[src/rtl/add6_sched.sv]
// Lockstep read sequencer for the six-lane bias-add/ReLU stage: issues FIFO reads,
// tracks column/row/map position and reports map and frame completion.
module add6_sched #(
  parameter int LANES    = 6,
  parameter int CW       = 4,
  parameter int ROW_LEN  = 9,
  parameter int ROWS     = 9,
  parameter int NUM_MAPS = 16,
  parameter int BIAS_AW  = 4
) (
  input  logic                  clk,
  input  logic                  reset_n,
  input  logic                  start,
  input  logic                  ds_ready,
  input  logic [LANES*CW-1:0]   lane_cnt,
  output logic                  rd_en,
  output logic                  rd_vld,
  output logic                  out_keep,
  output logic [BIAS_AW-1:0]    bias_addr,
  output logic                  busy,
  output logic                  map_done,
  output logic                  frame_done
);

  localparam int COL_W = (ROW_LEN > 1) ? $clog2(ROW_LEN) : 1;
  localparam int ROW_W = (ROWS > 1) ? $clog2(ROWS) : 1;
  localparam logic [COL_W-1:0]   COL_LAST = COL_W'(ROW_LEN - 1);
  localparam logic [ROW_W-1:0]   ROW_LAST = ROW_W'(ROWS - 1);
  localparam logic [BIAS_AW-1:0] MAP_LAST = BIAS_AW'(NUM_MAPS - 1);

  typedef enum logic [1:0] {IDLE, RUN, DRAIN, DONE} state_t;

  state_t             state_q, state_d;
  logic [COL_W-1:0]   col_q, col_d;
  logic [ROW_W-1:0]   row_q, row_d;
  logic [COL_W-1:0]   rd_col_q, rd_col_d;
  logic [BIAS_AW-1:0] bias_q, bias_d;
  logic               rd_en_q, rd_en_d;
  logic               rd_vld_q, rd_vld_d;
  logic               keep_q, keep_d;
  logic               busy_q, busy_d;
  logic               map_done_q, map_done_d;
  logic               frame_done_q, frame_done_d;
  logic               lanes_ok;
  logic               issue;

  // A read already in flight is not yet reflected in the counts, so it needs one spare entry.
  always_comb begin
    lanes_ok = 1'b1;
    for (int k = 0; k < LANES; k++) begin
      if (lane_cnt[k*CW +: CW] <= CW'(rd_en_q)) lanes_ok = 1'b0;
    end
  end

  assign issue = (state_q == RUN) && ds_ready && lanes_ok;

  always_comb begin
    state_d      = state_q;
    col_d        = col_q;
    row_d        = row_q;
    bias_d       = bias_q;
    busy_d       = busy_q;
    map_done_d   = 1'b0;
    frame_done_d = 1'b0;
    rd_en_d      = issue;
    rd_vld_d     = rd_en_q;
    rd_col_d     = col_q;
    keep_d       = rd_en_q && (rd_col_q != '0);

    unique case (state_q)
      IDLE: begin
        if (start) begin
          state_d = RUN;
          busy_d  = 1'b1;
          col_d   = '0;
          row_d   = '0;
          bias_d  = '0;
        end
      end
      RUN: begin
        if (issue) begin
          if (col_q == COL_LAST) begin
            col_d = '0;
            if (row_q == ROW_LAST) begin
              row_d   = '0;
              state_d = DRAIN;
            end else begin
              row_d = row_q + 1'b1;
            end
          end else begin
            col_d = col_q + 1'b1;
          end
        end
      end
      DRAIN: begin
        // Nothing is issued here, so rd_vld without rd_en marks the map's final sum.
        if (rd_vld_q && !rd_en_q) begin
          map_done_d = 1'b1;
          bias_d     = bias_q + 1'b1;
          state_d    = (bias_q == MAP_LAST) ? DONE : RUN;
        end
      end
      DONE: begin
        frame_done_d = 1'b1;
        busy_d       = 1'b0;
        bias_d       = '0;
        state_d      = IDLE;
      end
      default: state_d = IDLE;
    endcase
  end

  always_ff @(posedge clk or negedge reset_n) begin
    if (!reset_n) begin
      state_q      <= IDLE;
      col_q        <= '0;
      row_q        <= '0;
      rd_col_q     <= '0;
      bias_q       <= '0;
      rd_en_q      <= 1'b0;
      rd_vld_q     <= 1'b0;
      keep_q       <= 1'b0;
      busy_q       <= 1'b0;
      map_done_q   <= 1'b0;
      frame_done_q <= 1'b0;
    end else begin
      state_q      <= state_d;
      col_q        <= col_d;
      row_q        <= row_d;
      rd_col_q     <= rd_col_d;
      bias_q       <= bias_d;
      rd_en_q      <= rd_en_d;
      rd_vld_q     <= rd_vld_d;
      keep_q       <= keep_d;
      busy_q       <= busy_d;
      map_done_q   <= map_done_d;
      frame_done_q <= frame_done_d;
    end
  end

  assign rd_en      = rd_en_q;
  assign rd_vld     = rd_vld_q;
  assign out_keep   = keep_q;
  assign bias_addr  = bias_q;
  assign busy       = busy_q;
  assign map_done   = map_done_q;
  assign frame_done = frame_done_q;

endmodule
[config.mk]
export PLATFORM = sky130hd
export DESIGN_NAME = add6_sched
export DESIGN_NICKNAME = d
export VERILOG_FILES = /design/src/rtl/add6_sched.sv
export SDC_FILE = /design/constraint.sdc
export NUM_CORES = 1
export LEC_CHECK = 0
export BUFFER_PORTS_ARGS = -buffer_cell sky130_fd_sc_hd__buf_2
export CORE_UTILIZATION = 34
export CTS_BUF_LIST = sky130_fd_sc_hd__clkbuf_8
export DETAILED_ROUTE_END_ITERATION = 8
export PLACE_DENSITY = 0.54
export SETUP_SLACK_MARGIN = 0.3
export SYNTH_ARGS = -nofsm -noshare
export SYNTH_HDL_FRONTEND = slang
export SYNTH_SLANG_ARGS = --single-unit
[constraint.sdc]
create_clock -name clk -period 5.7 [get_ports clk]
set_clock_uncertainty 0.1 [all_clocks]
set_input_delay 0.285 -clock clk [delete_from_list [all_inputs] [get_ports clk]]
set_output_delay 0.285 -clock clk [all_outputs]
set_load 0.05 [all_outputs]
==> flow_summary_export.csv <==
group,metric,value,unit
setup_path,reg2reg_from,"rd_en",
sta,hold_ws,0.2513,ns
cells_and_area,areaGrowthSynthToFinish,24.21,%
global_routing,grt_pass1_vias,1057,
routing,drc,0,
global_routing,antenna_found_initial,0,
clocking,clk_latency,0.26,ns
cells_and_area,diodes,0,
global_routing,grt_start_max_net_pins,25,
synth,ys_seq_area_share,47.24,%
cells_and_area,stdcell_area,1579,um^2
cells_and_area,final_common_cell,"buf_2",
synth,synth_edf_count,0,
cells_and_area,fin_nets,213,
floorplanning,start_util,36.65,%
floorplanning,rows,21,
cells_and_area,drive_gt1_share,26.01,%
synth,synth_nets,174,
setup_path,r2r_cells,7,
synth,synthFlopType,"dfrtp_1",
floorplanning,die_area,3987,um^2
routing,postRouteAntennaNets,0,
synth,ys_types,31,
placement,gp_congestion,0.7699,
floorplanning,core-area,3468,um^2
pwr,ir_drop,133.4,uV
synth,async_flop_share,100.0,%
flow_run,maxCapViolations,0,
setup_path,worstSetupPathType,"reg2reg",
setup_path,cp_max_fo,13,
synth,synth_area,1271,um^2
routing,dr.pass1.iters,4,
setup_path,startpoint_type,"flip-flop",
placement,place_hpwl,1970,um
hold_path,hold_start,"start",
routing,wirelength,2559,um
cells_and_area,fin_cells,219,
global_routing,busiest_layer,"met2",
clocking,root_buffer,"clkbuf_8",
clocking,cts_resized,0,
hold_path,worst_hold_path_type,"in2reg",
synth,postSynthCellCount,135,
synth,avgSynthCellArea,9.416,um^2
global_routing,use_met2,25.13,%
setup_path,ff2ff_setup_slack,3.06,ns
clocking,hold_buffers,1,
setup_path,startpoint,"rd_en",
global_routing,grt_first_pass_wirelength,4602,um
setup_path,arrival,2.72,ns
floorplanning,fp.dieH,63.15,um
clocking,cts-buffers-inserted,3,
pwr,power_per_cell_area,447.0,nW/um^2
clocking,cts.sinks,24,
global_routing,grt_use_total,14.83,%
clocking,post-cts-setup-buffer-count,0,
setup_path,end_kind,"flip-flop",
floorplanning,top_level_ports,38,
floorplanning,die_x,63.15,um
hold_path,hold_depth,3,
placement,place_inst,214,
global_routing,grt-ovfl-total,0,
sta,finalSetupTns,0,ns
routing,vias,1073,
routing,avgViaCountPerCell,4.900,
cells_and_area,final_cell_mix,"37 x buf_2, 24 x dfrtp_1, 15 x inv_1, 12 x o21ai_0",
clocking,h-tree-depth,1,
sta,slew_viol_final,0,
placement,io_buffer_count,37,
sta,final_hold_viol_count,0,
clocking,cts.clk_slew.worst_paths,0.08,ns
outcome,outcome,"finished clean",
sta,tightest_slew,0.8721,ns
sta,finalSetupViolations,0,
sta,fin_crit,2.640,ns
synth,yosysWarningCount,0,
routing,drt_iter0_drc,39,
pwr,power_leakage,0.8125,nW
sta,period_share,46.32,%
setup_path,crit_required,5.78,ns
cells_and_area,post-route-util,45.53,%
clocking,cts_tree,"yes",
sta,maxSlewHeadroom,41.59,%
global_routing,met3_usage,1.812,%
sta,fmaxAchievable,378.8,MHz
synth,ys_seq_elements,24,
placement,dpl-instance-area,1498,um^2
routing,routedWlPerCell,11.68,um
clocking,clock_path_buffers,2,
sta,rsz0062_at_grt,"false",
global_routing,met1_usage,18.24,%
-- path summary, 6_finish.rpt --
path / to
max: row_q[2]
min: busy
max reg2reg: row_q[2]
min reg2reg: rd_col_q[3]
max in group asynchronous: rd_col_q[0]
min in group asynchronous: col_q[0]
-- state kept, by name, summed over array words and instances, names as in the netlist, 2 cells and up --
name	count
row_q	4
col_q	4
bias_addr	4
rd_col_q	4
state_q	2
-- through the flow --
step,power [mW],setup WS (ns)
after floorplan,0.4907,3.071
after global placement,0.5576,3.204
after detailed placement,0.5670,3.084
after CTS,0.7151,3.047
after global routing,0.7729,2.915
final,0.7058,3.060
-- metal layers --
metal	up-vias	part of all wire (%)	wire length (um)
li1	551	-	-
met1	483	48	1221
met2	37	46	1184
met3	2	4.7	119
met4	0	1.3	34
met5	-	0	0
-- critical path, cell delays in order, from the launching register on --
cell and delay, ns:
dfrtp_1 0.55, ha_1 0.30, nor2_1 0.13, nor4_1 0.06
or4_4 0.54, o21ba_1 0.32, or3b_1 0.43, o22ai_1 0.12
-- Yosys cell counts, drive strengths merged, types with 3 or more instances --
cell | number | area, um^2
a21oi | 3 | 15.01
a31oi | 3 | 18.77
clkbuf | 3 | 11.26
dfrtp | 24 | 600.6
ha | 11 | 137.6
inv | 15 | 56.30
nand2 | 8 | 30.03
nand3 | 7 | 35.03
nor2 | 11 | 41.29
nor2b | 3 | 18.77
nor3 | 5 | 25.02
nor4 | 7 | 43.79
o21ai | 13 | 65.06
or3 | 3 | 18.77
-- logic make-up (layout without fill, tap and decap cells) --
logic type | Yosys count | in the layout | share of synthesized area (%)
buf+inv | 19 | 57 | 5.708
mux | 1 | 1 | 0.8858
flops | 24 | 24 | 47.24
fa+ha+maj | 11 | 11 | 10.83
compound gates | 28 | 28 | 13.58
simple gates | 52 | 52 | 21.75
-- cell type report --
class,instances,area [um^2]
Fill cell,356,1889
Sequential cell,24,600.6
Multi-Input combinational cell,92,598.1
Timing Repair Buffer,38,195.2
Tap cell,46,57.56
Inverter,15,56.30
Clock buffer,3,41.29
Clock inverter,1,30.03
-- power by group --
group          switching [mW]  leakage [nW]  total, mW  internal (mW)
clock network          0.0506        0.0357      0.144         0.0938
registers              0.0504         0.310      0.272          0.221
logic                   0.186         0.467      0.290          0.104
Power figures use the tool's default switching activity.
